$ cat src/rtl/conv_window_gen_pkg.sv
`default_nettype none
// ---------------------------------------------------------------------------
// conv_window_gen_pkg : shared defaults and FSM encoding for conv_window_gen
// Revision 1.0
// ---------------------------------------------------------------------------
package conv_window_gen_pkg;

  localparam int IMG_W_DEF = 28;
  localparam int IMG_H_DEF = 28;
  localparam int PIX_W_DEF = 8;

  typedef enum logic [0:0] {
    S_FILL = 1'b0,
    S_RUN  = 1'b1
  } state_t;

endpackage
`default_nettype wire

$ cat src/rtl/conv_window_gen_if.sv
`default_nettype none
// ---------------------------------------------------------------------------
// conv_window_gen_if : pixel stream in, 3x3 window stream out
// Revision 1.0
// ---------------------------------------------------------------------------
interface conv_window_gen_if
  import conv_window_gen_pkg::*;
#(
  parameter int PIX_W = PIX_W_DEF
);
  logic [PIX_W-1:0]   i_pixel_data;
  logic               i_pixel_data_valid;
  logic [9*PIX_W-1:0] o_data;
  logic               o_data_valid;
  logic               o_frame_done;

  modport master (
    output i_pixel_data, i_pixel_data_valid,
    input  o_data, o_data_valid, o_frame_done
  );

  modport slave (
    input  i_pixel_data, i_pixel_data_valid,
    output o_data, o_data_valid, o_frame_done
  );
endinterface
`default_nettype wire

$ cat src/rtl/conv_window_gen_line_buffer_rw.sv
`default_nettype none
// ---------------------------------------------------------------------------
// conv_window_gen_line_buffer_rw : DEPTH x WIDTH row store, read-old-write
// Revision 1.0
// ---------------------------------------------------------------------------
module conv_window_gen_line_buffer_rw #(
  parameter int DEPTH = 28,
  parameter int WIDTH = 8,
  parameter int AW    = $clog2(DEPTH)
) (
  input  wire logic             clk,
  input  wire logic             we,
  input  wire logic [AW-1:0]    addr,
  input  wire logic [WIDTH-1:0] wdata,
  output logic      [WIDTH-1:0] rdata
);

  logic [WIDTH-1:0] mem [DEPTH];

  // Asynchronous read: the value seen this cycle is the pre-write contents.
  assign rdata = mem[addr];

  always_ff @(posedge clk) begin
    if (we) begin
      mem[addr] <= wdata;
    end
  end

endmodule
`default_nettype wire

$ cat src/rtl/conv_window_gen.sv
`default_nettype none
// ---------------------------------------------------------------------------
// conv_window_gen : raster pixel stream to 3x3 convolution windows
// Revision 1.0
// ---------------------------------------------------------------------------
module conv_window_gen
  import conv_window_gen_pkg::*;
#(
  parameter int IMG_W = IMG_W_DEF,
  parameter int IMG_H = IMG_H_DEF,
  parameter int PIX_W = PIX_W_DEF
) (
  input wire logic        i_clk,
  input wire logic        i_rst,
  conv_window_gen_if.slave bus
);

  localparam int CW = $clog2(IMG_W);
  localparam int RW = $clog2(IMG_H);
  localparam logic [CW-1:0] COL_LAST = CW'(IMG_W - 1);
  localparam logic [RW-1:0] ROW_LAST = RW'(IMG_H - 1);

  logic [CW-1:0] col;
  logic [RW-1:0] row;
  state_t        state, state_nx;

  // Packed [r][c][bit] places element (r,c) at PIX_W*(3r+c) when flattened.
  logic [2:0][2:0][PIX_W-1:0] win, win_nx;
  logic [PIX_W-1:0]           lb0_rd, lb1_rd;
  logic [9*PIX_W-1:0]         data_q;
  logic                       valid_q, done_q;

  logic accept, col_last, row_last, emit;

  assign accept   = bus.i_pixel_data_valid && !i_rst;
  assign col_last = (col == COL_LAST);
  assign row_last = (row == ROW_LAST);
  assign emit     = accept && (state == S_RUN) && (col >= CW'(2));

  conv_window_gen_line_buffer_rw #(.DEPTH(IMG_W), .WIDTH(PIX_W)) u_lb0 (
    .clk   (i_clk),
    .we    (accept),
    .addr  (col),
    .wdata (lb1_rd),
    .rdata (lb0_rd)
  );

  conv_window_gen_line_buffer_rw #(.DEPTH(IMG_W), .WIDTH(PIX_W)) u_lb1 (
    .clk   (i_clk),
    .we    (accept),
    .addr  (col),
    .wdata (bus.i_pixel_data),
    .rdata (lb1_rd)
  );

  always_comb begin
    win_nx = win;
    for (int r = 0; r < 3; r++) begin
      win_nx[r][0] = win[r][1];
      win_nx[r][1] = win[r][2];
    end
    win_nx[0][2] = lb0_rd;
    win_nx[1][2] = lb1_rd;
    win_nx[2][2] = bus.i_pixel_data;
  end

  always_comb begin
    state_nx = state;
    case (state)
      S_FILL:  if (accept && col_last && (row == RW'(1))) state_nx = S_RUN;
      S_RUN:   if (accept && col_last && row_last)        state_nx = S_FILL;
      default: state_nx = S_FILL;
    endcase
  end

  always_ff @(posedge i_clk) begin
    if (i_rst) begin
      col     <= '0;
      row     <= '0;
      state   <= S_FILL;
      win     <= '0;
      data_q  <= '0;
      valid_q <= 1'b0;
      done_q  <= 1'b0;
    end else begin
      state   <= state_nx;
      valid_q <= emit;
      done_q  <= emit && row_last && col_last;
      if (accept) begin
        win <= win_nx;
        if (col_last) begin
          col <= '0;
          row <= row_last ? '0 : row + 1'b1;
        end else begin
          col <= col + 1'b1;
        end
      end
      if (emit) begin
        data_q <= win_nx;
      end
    end
  end

  assign bus.o_data       = data_q;
  assign bus.o_data_valid = valid_q;
  assign bus.o_frame_done = done_q;

endmodule
`default_nettype wire
$ cat src/flat_wrapper.sv
// flat-port wrapper written by rule: the top's interface ports become plain ports
module conv_window_gen_flat import conv_window_gen_pkg::*;
#(
  parameter int IMG_W = IMG_W_DEF,
  parameter int IMG_H = IMG_H_DEF,
  parameter int PIX_W = PIX_W_DEF
)
  (i_clk, i_rst, bus_i_pixel_data, bus_i_pixel_data_valid, bus_o_data, bus_o_data_valid, bus_o_frame_done);
  conv_window_gen_if #(.PIX_W(PIX_W)) bus_i ();
  input wire logic i_clk;
  input wire logic i_rst;
  input wire logic [$bits(bus_i.i_pixel_data)-1:0] bus_i_pixel_data;
  input wire logic [$bits(bus_i.i_pixel_data_valid)-1:0] bus_i_pixel_data_valid;
  output wire logic [$bits(bus_i.o_data)-1:0] bus_o_data;
  output wire logic [$bits(bus_i.o_data_valid)-1:0] bus_o_data_valid;
  output wire logic [$bits(bus_i.o_frame_done)-1:0] bus_o_frame_done;
  assign bus_i.i_pixel_data = bus_i_pixel_data;
  assign bus_i.i_pixel_data_valid = bus_i_pixel_data_valid;
  assign bus_o_data = bus_i.o_data;
  assign bus_o_data_valid = bus_i.o_data_valid;
  assign bus_o_frame_done = bus_i.o_frame_done;
  conv_window_gen #(.IMG_W(IMG_W), .IMG_H(IMG_H), .PIX_W(PIX_W)) u_core (.i_clk(i_clk), .i_rst(i_rst), .bus(bus_i));
endmodule
$ cat config.mk
export PLATFORM = sky130hd
export DESIGN_NAME = conv_window_gen_flat
export DESIGN_NICKNAME = d
export VERILOG_FILES = /design/src/rtl/conv_window_gen_pkg.sv /design/src/rtl/conv_window_gen_if.sv /design/src/rtl/conv_window_gen_line_buffer_rw.sv /design/src/rtl/conv_window_gen.sv /design/src/flat_wrapper.sv
export SDC_FILE = /design/constraint.sdc
export NUM_CORES = 1
export LEC_CHECK = 0
export ABC_AREA = 1
export CORE_UTILIZATION = 40
export DETAILED_ROUTE_END_ITERATION = 12
export SLEW_MARGIN = 15
export SYNTH_ARGS = -nofsm -noshare
export SYNTH_HDL_FRONTEND = slang
export SYNTH_SLANG_ARGS = --single-unit
$ cat constraint.sdc
create_clock -name i_clk -period 7.5 [get_ports i_clk]
set_input_delay 1.875 -clock i_clk [delete_from_list [all_inputs] [get_ports i_clk]]
set_output_delay 1.875 -clock i_clk [all_outputs]
set_load 0.02 [all_outputs]
==> results.json <==
{
  "die_w_um": 244,
  "ir_worst_vdd_mv": 0.202,
  "leakage_uw": 0.0103,
  "p_comb_share_pct": 5.6,
  "instances_no_fill": 3092,
  "hold_path_class": "flip-flop to flip-flop",
  "max_freq_mhz": 197,
  "grt_pass1_wl_um": 89800,
  "worstMarginPinSlew_ns": 1.18,
  "crit_path_start_kind": "input pin",
  "cp_max_fo": 73,
  "min_period_ns": 5.07,
  "grt_max_degree": 131,
  "n_antenna_cell": 0,
  "drt_first_pass_iters": 5,
  "regArea_um2": 16200,
  "post_cts_buffers": 0,
  "grt_pass1_vias": 15600,
  "yosysTopAreaCellShare_pct": 57.6,
  "layout-drive-gt1-share_pct": 7.00,
  "clockBufferDepth": 3,
  "rows": 88,
  "synthCells": 2220,
  "synth_nets": 2237,
  "pre_cts_ws_ns": 1.87,
  "die_y_um": 244,
  "p_sw_uw": 1500,
  "dp_hpwl_um": 33300,
  "io_buffers": 84,
  "postCtsResizedCells": 0,
  "path_class": "input pin to flip-flop",
  "slew_viol_final": 0,
  "fin_crit_sh_pct": 67.6,
  "report.final.setup_viol": 0,
  "synthTopCellsByArea": "edfxtp_1 58%, dfxtp_1 12%, nand2_1 11%",
  "cts_buffers": 59,
  "clk_pin_slew_ns": 0.06,
  "core_um2": 57700,
  "fin_worst_skew_ns": 0.0196,
  "drt-total-wl_um": 58100,
  "p_int_uw": 5350,
  "antenna_found_initial": 0,
  "swShare_pct": 21.9,
  "vias": 15900,
  "synthFlopType": "edfxtp_1",
  "fin_nets": 2295,
  "h-tree-depth": 2,
  "synth_seq_area_share_pct": 69.4,
  "gp_congestion": 0.843,
  "synth_most_common_cell": "nand2_1",
  "globalRouteOverflowTotal": 0,
  "fin_total_pwr_uw": 6850,
  "end_kind": "flip-flop",
  "critPathRequiredTime_ns": 8.02,
  "synth_seq_cells": 586,
  "setup_slack_ns": 2.43,
  "clock_power_share_pct": 42.5,
  "synth-async-reset-ratio_pct": 0,
  "holdBufCountCts": 0,
  "dp.cells": 2981,
  "avgSynthCellArea_um2": 10.5,
  "cts-root-buf": "clkbuf_16",
  "cts_tree": "yes",
  "drtIter0Drc": 1349,
  "dieArea_um2": 59400,
  "synth.distinct_cells": 32,
  "slew_headroom_pct": 21.3,
  "synth.yosys.warnings": 0,
  "synth_top_cell_by_area": "edfxtp_1",
  "clk_latency_ns": 0.61,
  "multi_input_area_um2": 5890,
  "synth_edf_count": 448,
  "status": "complete, no violations",
  "power_density_nw_per_um2": 256,
  "initial_core_util_pct": 40.5,
  "wl_per_cell_um": 18.8,
  "cp_data_arrival_time_ns": 5.59,
  "cts_sinks": 586,
  "maxCapViolations": 0,
  "area_growth_pct": 14.5,
  "synth_area_um2": 23400,
  "antenna_left": 0,
  "fillCellCount": 5296,
  "power.share.sequential_pct": 52.0,
  "drc_errors": 0,
  "hold_viol_final": 0,
  "ioPinCount": 85,
  "synth_common_cells": "715 x nand2_1, 448 x edfxtp_1, 338 x nand3_1, 147 x inv_1, 138 x dfxtp_1",
  "track_usage_pct": 19.6,
  "fin_tns_setup_ns": 0,
  "viasPerCell": 5.13,
  "rsz0062_at_grt": "false"
}
## through the flow
stage                     area, um2  hold slack [ns]  utilization [%]
after detailed placement      24800            0.431             43.0
after global placement        24800            0.438             43.0
after floorplan               23400            0.422                -
after CTS                     26700            0.447             46.3
after global routing          26800            0.468             46.4
final                         26800            0.448             46.4
## cells by family after synthesis
kind of cell	share of synthesized area [%]
DFF	69.4
buffers and inverters	5.48
adders and majority gates	0.321
AOI/OAI and AO/OA	4.20
xor gates and xnor gates	0.0375
and+or+nand+nor	20.6
## per-layer routing
layer  global-route usage [%]  vias to the layer above  wire length [um]
met1                     24.8                     7726             23700
met2                     34.4                      456             29600
met4                     6.75                        0              1570
met3                     2.48                       98              3190
li1                         -                     7584                 -
met5                        0                        -                 0
## final timing paths
path / cells after the start / slack (ns) / endpoint / from
worst min-delay path: 2 / 0.45 / u_core.bus.o_data[27] / u_core.win[35]
worst max register to register: 10 / 3.25 / u_core.u_lb0.mem[1][4] / flip-flop
worst min register to register: 2 / 0.45 / u_core.bus.o_data[27] / u_core.win[35]
worst max-delay path: 11 / 2.43 / u_core.bus.o_data[13] / bus_i_pixel_data_valid
## flip-flops by register name, summed over array words and instances (netlist names), 5 cells and up, named ones only
name / cells
u_core.win: 48
u_core.bus.o_data: 72
u_core.col: 5
u_core.u_lb0.mem: 224
u_core.row: 5
u_core.u_lb1.mem: 224
## critical path, cell delays in order
cell     delay (ns)
buf_2          0.08
buf_4          0.48
inv_1          0.50
nor2_4         0.57
inv_1          0.19
nor2_1         0.15
nand2_2        0.06
buf_4          0.35
inv_2          0.91
o21ai_0        0.20
a21oi_1        0.16
## cell type report
cell class / instances / share of cell area [%]
Clock buffer: 86 / 6.59
Clock inverter: 24 / 0.678
Inverter: 152 / 2.16
Multi-Input combinational cell: 1350 / 22.0
Sequential cell: 586 / 60.6
Tap cell: 765 / 3.58
Timing Repair Buffer: 129 / 4.33
## power by group through the flow
stage          registers (uW)  logic, uW  clock network [uW]
2_1_floorplan            3620        251                   0
4_1_cts                  3560        386                2960
3_5_place_dp             3630        384                   0
5_1_grt                  3560        424                3070
6_report                 3560        381                2910
3_3_place_gp             3630        377                   0
## layout by cell type, fill, tap and decap left out, drive strengths merged, types with 70 or more instances in the layout
cell type,instances
dfxtp,138
a21oi,70
nand2,716
nand3,339
clkbuf,86
inv,151
nor2,89
o21ai,99
edfxtp,448
clkdlybuf4s50,79
No activity file was read; power rests on OpenSTA's default activity.
